## config.mk

```make
export PLATFORM = sky130hd
export DESIGN_NAME = pattern_match_engine
export DESIGN_NICKNAME = d
export VERILOG_FILES = /design/src/rtl/pattern_match_engine.sv
export SDC_FILE = /design/constraint.sdc
export NUM_CORES = 1
export LEC_CHECK = 0
export CORE_ASPECT_RATIO = 0.9
export CORE_UTILIZATION = 55
export CTS_BUF_LIST = sky130_fd_sc_hd__clkbuf_8
export DETAILED_ROUTE_END_ITERATION = 8
export GPL_ROUTABILITY_DRIVEN = 0
export GPL_TIMING_DRIVEN = 0
export PLACE_DENSITY = 0.83
export SLEW_MARGIN = 20
export SYNTH_ARGS = -nofsm -noshare
export SYNTH_HDL_FRONTEND = slang
export SYNTH_SLANG_ARGS = --single-unit
```

## constraint.sdc

```tcl
create_clock -name clk -period 4.5 [get_ports clk]
set_input_delay 0.9 -clock clk [delete_from_list [all_inputs] [get_ports clk]]
set_output_delay 0.9 -clock clk [all_outputs]
set_load 0.01 [all_outputs]
```

## src/rtl/pattern_match_engine.sv

```systemverilog
// rtl/pattern_match_engine.sv - programmable multi-slot word detector with run qualifier
module pattern_match_engine #(
   parameter int WIDTH   = 19,
   parameter int NUM_PAT = 2,
   parameter int CNT_W   = 8,
   parameter int REQ_W   = 4,
   localparam int IDX_W  = (NUM_PAT > 1) ? $clog2(NUM_PAT) : 1
) (
   input  logic             clk,
   input  logic             rst,
   input  logic             cfg_we,
   input  logic [IDX_W-1:0] cfg_idx,
   input  logic [WIDTH-1:0] cfg_pattern,
   input  logic [WIDTH-1:0] cfg_care,
   input  logic             cfg_en,
   input  logic             in_valid,
   input  logic [WIDTH-1:0] in_word,
   input  logic [REQ_W-1:0] req_consec,
   input  logic             clr,
   output logic             match,
   output logic [IDX_W-1:0] match_idx,
   output logic             set,
   output logic [CNT_W-1:0] hit_count,
   output logic [1:0]       run_state
);

   typedef enum logic [1:0] {
      IDLE = 2'd0,
      RUN  = 2'd1,
      LOCK = 2'd2
   } state_t;

   logic [WIDTH-1:0] pat_q  [NUM_PAT];
   logic [WIDTH-1:0] care_q [NUM_PAT];
   logic [NUM_PAT-1:0] en_q;

   logic             any_hit;
   logic [IDX_W-1:0] hit_idx;
   logic [REQ_W-1:0] req;
   logic [REQ_W-1:0] run_q;
   logic [REQ_W-1:0] run_d;
   logic             fire;
   state_t           state_q;
   state_t           state_d;

   // Slot table: a write only lands on an in-range index; comparisons this cycle see the old contents
   always_ff @(posedge clk or posedge rst) begin
      if (rst) begin
         for (int k = 0; k < NUM_PAT; k++) begin
            pat_q[k]  <= '0;
            care_q[k] <= '0;
         end
         en_q <= '0;
      end else begin
         for (int k = 0; k < NUM_PAT; k++) begin
            if (cfg_we && (cfg_idx == IDX_W'(k))) begin
               pat_q[k]  <= cfg_pattern;
               care_q[k] <= cfg_care;
               en_q[k]   <= cfg_en;
            end
         end
      end
   end

   // Per-slot compare; scanning downward leaves the lowest hitting slot as the winner
   always_comb begin
      any_hit = 1'b0;
      hit_idx = '0;
      for (int k = NUM_PAT - 1; k >= 0; k--) begin
         if (en_q[k] && (((in_word ^ pat_q[k]) & care_q[k]) == '0)) begin
            any_hit = 1'b1;
            hit_idx = IDX_W'(k);
         end
      end
   end

   // Run length: grows on hits up to req, drops on misses, holds across invalid gaps
   always_comb begin
      req   = (req_consec == '0) ? REQ_W'(1) : req_consec;
      run_d = run_q;
      if (in_valid) begin
         if (any_hit) begin
            run_d = (run_q >= req) ? req : run_q + REQ_W'(1);
         end else begin
            run_d = '0;
         end
      end
      fire = in_valid && any_hit && (run_d >= req);
   end

   // State and run length registers
   always_ff @(posedge clk or posedge rst) begin
      if (rst) begin
         state_q <= IDLE;
         run_q   <= '0;
      end else begin
         state_q <= state_d;
         run_q   <= run_d;
      end
   end

   // Next state tracks the updated run length; only valid words move the FSM
   always_comb begin
      state_d = state_q;
      case (state_q)
         IDLE: begin
            if (in_valid && any_hit) begin
               state_d = (run_d >= req) ? LOCK : RUN;
            end
         end
         RUN, LOCK: begin
            if (in_valid) begin
               if (!any_hit) begin
                  state_d = IDLE;
               end else begin
                  state_d = (run_d >= req) ? LOCK : RUN;
               end
            end
         end
         default: state_d = IDLE;
      endcase
   end

   // State exposed directly as the run_state encoding
   always_comb begin
      run_state = state_q;
   end

   // Qualified match pulse, held index, sticky flag and saturating count; a match beats clr
   always_ff @(posedge clk or posedge rst) begin
      if (rst) begin
         match     <= 1'b0;
         match_idx <= '0;
         set       <= 1'b0;
         hit_count <= '0;
      end else begin
         match <= fire;
         if (fire) begin
            match_idx <= hit_idx;
            set       <= 1'b1;
            if (clr) begin
               hit_count <= CNT_W'(1);
            end else if (hit_count != '1) begin
               hit_count <= hit_count + CNT_W'(1);
            end
         end else if (clr) begin
            set       <= 1'b0;
            hit_count <= '0;
         end
      end
   end

endmodule

```

# After elaboration in Yosys (flattened, before gate mapping)
# Index checks and enable logic that the tools add are counted.
# Widths: inputs -> output; s select.
# classes
order_cmp,2
bitwise,5
eq_ne,5
n_mux,18
reduce_logical,15
add_sub_neg,2
# op_table
cell,n
$and 19x19->19,2
$logic_not 19->1,2
$xor 19x19->19,2
$mux 8,4
$mux 4,4
$add 8x1->8 const B,1
$ge 4x4->1,2
$mux 2,4
$ne 8x8->1 const B,1
$logic_and 1x1->1,6
$mux 1,5
$add 4x1->4 const B,1
$logic_not 4->1,1
$ne 2x2->1 const B,2
$pmux 2 s2,1
$reduce_and 2->1,2
$reduce_bool 2->1,2
$eq 2x1->1 const B,1
$eq 2x2->1 const B,1
$logic_not 2->1,1
$reduce_or 2->1,1
$not 1->1,1
# word_totals
elab_cells,59
in_bits,68
regBits,95

# Depth between registers and ports, before layout
# depth
depth_word,13
mapped_depth,21
ltp_nobuf,19

# Worst setup path before layout
# No wires, ideal clock.
# synth_timing
kind,input -> register
start,input req_consec[2]
end,register hit_count[2]
setup_slack_ns,-0.157
setup_time_ns,0.125
path_stages,20
path_buffers,1
t_required_ns,4.375
arrival_ns,4.532
cell_sequence,nor3_1 -> nor2_1 -> inv_1 -> ha_1 -> nand2b_1 -> a21o_1 -> a21o_1 -> a21o_1 -> clkbuf_1 -> nand2_1 -> o31ai_1 -> a221o_1 -> ha_1 -> o21a_1 -> nor2_1 -> a211o_1 -> or4b_1 -> o21ai_2 -> and3b_1 -> mux2_2
# synth_between
elab_chain_cells,10
word_cells_on_any_way,11
cone_classes,2 x order compare; 5 x mux; 4 x reduce/logical
# synth_lines
item,line,source
start: declaration,18,"input logic [REQ_W-1:0] req_consec,"
$logic_not 4->1,79,req = (req_consec == '0) ? REQ_W'(1) : req_consec;
$mux 4 *,79,
$ge 4x4->1,83,run_d = (run_q >= req) ? req : run_q + REQ_W'(1);
$mux 4 *,83,
$mux 4 *,82,if (any_hit) begin
$mux 4 *,81,if (in_valid) begin
named net run_d[3],41,logic [REQ_W-1:0] run_d;
$ge 4x4->1 *,88,fire = in_valid && any_hit && (run_d >= req);
$logic_and 1x1->1 *,88,
$reduce_bool 2->1 (no source line),n/a,
$reduce_and 2->1 (no source line),n/a,
end signal: assignment,144,hit_count <= hit_count + CNT_W'(1);
end: declaration,23,"output logic [CNT_W-1:0] hit_count,"
# Mark *: on every way through the listed nets, which the timed path passes. The rest lies on a longest branch.
# A chain may end at the register's enable or synchronous reset.

# Worst setup path in the final report
# layout_timing
start,input in_word[13]
end,register hit_count[2]
# layout_between
elab_chain_cells,12
word_cells_on_any_way,18
cone_classes,1 x order compare; 5 x mux; 4 x bitwise; 8 x reduce/logical
# layout_lines
item,line,source
start: declaration,17,"input logic [WIDTH-1:0] in_word,"
$xor 19x19->19,70,if (en_q[k] && (((in_word ^ pat_q[k]) & care_q[k]) == '0)) begin
$and 19x19->19,70,
$logic_not 19->1,70,
$logic_and 1x1->1,70,
$mux 1,70,
$mux 1 *,70,
$mux 4 *,82,
$mux 4 *,81,
named net run_d[3],41,
$ge 4x4->1 *,88,
$logic_and 1x1->1 *,88,
$reduce_bool 2->1 (no source line),n/a,
$reduce_and 2->1 (no source line),n/a,
# Marks and branches as above.

==> impl_metrics.ini <==
[global_routing]
grt_util_all_layers_pct = 25.35
grt_remaining_overflow = 0
grt_pass1_wl_mm = 16.52
grt_pass1_vias = 3414
grt_max_degree = 85
antenna_found_initial = 0

[final_layout]
post-route-cell-area_um2 = 6032
final_cell_mix = dfrtp_1 (95), mux2_2 (80), clkdlybuf4s50_1 (70), xor2_1 (37), buf_4 (21)
final_common_cell = dfrtp_1
area_growth_pct = 30.90
diodes = 0
fin_cells = 580
nNetsFinal = 557
drive_gt1_share_pct = 30.15

[clocking]
path_clk_slew_ns = 0.09
clock_latency_ns = 0.36
cts_tree = yes
ctsHoldBuffers = 0
cts_root_buf = clkbuf_8
clock_sinks = 95
h-tree-depth = 3
cts_made_buffers = 9
cts_max_path_buffers = 2

[min_path]
min_delay_path_depth = 1
min_from = set$_DFFE_PP0P_
hp-class = flip-flop to flip-flop
hold_end = set$_DFFE_PP0P_

[synthesis]
synth-seq-cells = 95
async_flop_share_pct = 100.0
ys_warn_count = 0
synthCells = 366
ys_types = 43
syn-num-nets = 446
synth-edff-count = 0
ys.flop_type = dfrtp_1
synth-seq-area-share_pct = 51.59
netlist_area_um2 = 4608
avgSynthCellArea_um2 = 12.59

[drt]
final_antenna_net_count = 0
viasPerCell = 5.662
drt_iter0_markers = 129
vias = 3284
drt-pass1-iter-count = 9
drt_wl_total_mm = 10.32
drc = 3
wl_per_cell_um = 17.79

[sta]
min_period_over_period_pct = 98.80
slew_headroom_pct = 44.36
fin_crit_ns = 4.446
finalHoldViolCount = 0
max_clock_freq_mhz = 224.9
setup_viol = 0
worst_slew_pin_slew_ns = 0.8346
clock_skew_ns = 0.007399
drv_slew = 0

[floorplanning]
core.rowCount = 31
start_util_pct = 57.12
chipHeight_um = 88.84
core_um2 = 8068
design.die.area_um2 = 8749
die_w_um = 98.49
io_pins = 81

[worst_setup_path]
arrival_ns = 4.69
critical_path_class = input port to flip-flop
start_kind = input port
end_kind = flip-flop
r2r_end = hit_count[2]$_DFFE_PP0P_
rr_startpoint = run_q[0]$_DFF_PP0_
crit_fanout = 6
ff2ff_path_depth = 17
crit_start = in_word[13]
critPathRequiredTime_ns = 4.75
rrSetupSlack_ns = 0.46

[placement]
dp_hpwl_mm = 7.281
dpl-instance-area_um2 = 5565
dp_cells = 545
port_buffers = 79

[pwr]
power_leakage_nw = 2.686
power_density_nw_per_um2 = 329.9
ir_worst_vdd_uv = 314.1

[outcome]
status = finished, violations left
violations = DRC

[flow_run]
maxCapViolations = 0
[worst max path at each step]
stage / cells past startpoint / end
floorplan: 20 / hit_count[2]$_DFFE_PP0P_
global placement: 21 / hit_count[2]$_DFFE_PP0P_
detailed placement: 21 / hit_count[2]$_DFFE_PP0P_
CTS: 20 / hit_count[2]$_DFFE_PP0P_
global route: 16 / hit_count[2]$_DFFE_PP0P_
finish: 15 / hit_count[2]$_DFFE_PP0P_
[cells by family (layout without fill, tap and decap cells)]
logic type                 count (synthesis)  after routing  share of synthesized area, %
adders and majority gates                 12             12                         3.258
DFF                                       95             95                         51.59
xor gates and xnor gates                  38             38                         7.222
buffers and inverters                     25            140                         2.199
and+or+nand+nor                           61             61                         6.951
muxes                                     84             84                         20.45
AOI/OAI and AO/OA                         51             51                         8.336
[metal layers]
metal	vias up	track usage (%)	part of all wire, %
li1	1525	-	-
met1	1663	30.24	42
met2	74	45.77	52
met3	22	4.976	3.6
met4	0	10.58	2.3
met5	-	0	0
[area by class of cell]
type                    instances  area (µm²)
plain buffers                  10       45.04
well taps                      99       123.9
inverters                      14       57.56
flip-flops and latches         95        2377
fillers                       534        2036
multi-input cells             246        2251
clock buffers                  10       137.6
repair buffers                101       979.7
clock inverters                 5       60.06
[registers in the layout, summed over array words and instances, names as in the netlist]
name,count
match_idx,1
hit_count,8
run_q,4
pat_q,38
en_q,2
match,1
care_q,38
run_state,2
set,1
[synthesized netlist by cell type (2+ instances only)]
cell type | n | area, µm²
o21a_1 | 2 | 15.01
nand2_1 | 13 | 48.80
nand2b_1 | 3 | 18.77
mux2i_1 | 3 | 30.03
nor4_1 | 2 | 12.51
nand3_1 | 7 | 35.03
nor2_1 | 14 | 52.55
o21ai_2 | 2 | 17.52
or3_1 | 2 | 12.51
buf_1 | 5 | 18.77
nor3b_1 | 2 | 15.01
xor2_1 | 38 | 332.8
a21oi_1 | 7 | 35.03
clkbuf_1 | 5 | 18.77
nor2b_1 | 3 | 18.77
a22oi_1 | 18 | 135.1
mux2_2 | 81 | 912.1
inv_1 | 14 | 52.55
nor3_1 | 6 | 30.03
o31ai_1 | 3 | 22.52
dfrtp_1 | 95 | 2377
nand4_1 | 2 | 12.51
a21o_1 | 7 | 52.55
ha_1 | 12 | 150.1
o21ai_0 | 2 | 10.01
[critical path: stages]
cell	delay, ns
clkdlybuf4s50_1	0.52
xor2_1	0.19
a22oi_1	0.10
and4_1	0.23
a22oi_2	0.38
nor2_2	0.10
a221o_1	0.37
ha_1	0.29
o21a_1	0.13
nor2_2	0.05
a211o_1	0.32
or4b_4	0.52
o21ai_4	0.09
and3b_1	0.21
mux2_4	0.30
[report_power, final]
| part | internal [mW] | switching (mW) |
|---|---|---|
| Sequential | 0.960 | 0.0678 |
| Clock | 0.270 | 0.290 |
| Combinational | 0.228 | 0.174 |
[stage by stage]
step	utilization (%)	hold slack, ns	power, mW	setup WS (ns)	setup TNS (ns)
finish	74.77	0.4964	1.990	0.05407	0
global route	74.77	0.5319	2.085	-0.03868	-0.05123
CTS	73.37	0.5038	1.983	0.02115	0
detailed placement	68.98	0.4845	1.421	-0.8525	-7.187
global placement	68.58	0.4656	1.395	-0.7724	-28.53
floorplan	-	0.4727	1.262	0.01771	0
[what timing repair did]
action | CTS | global route
gates resized for setup | 19 | 28
pin swaps | 15 | 21
cloned | 0 | 0
setup buffers | 17 | 4
endpoints found under the setup margin | 11 | 6
hold endpoints to repair | 0 | 0
(Power assumes the default switching activity.)
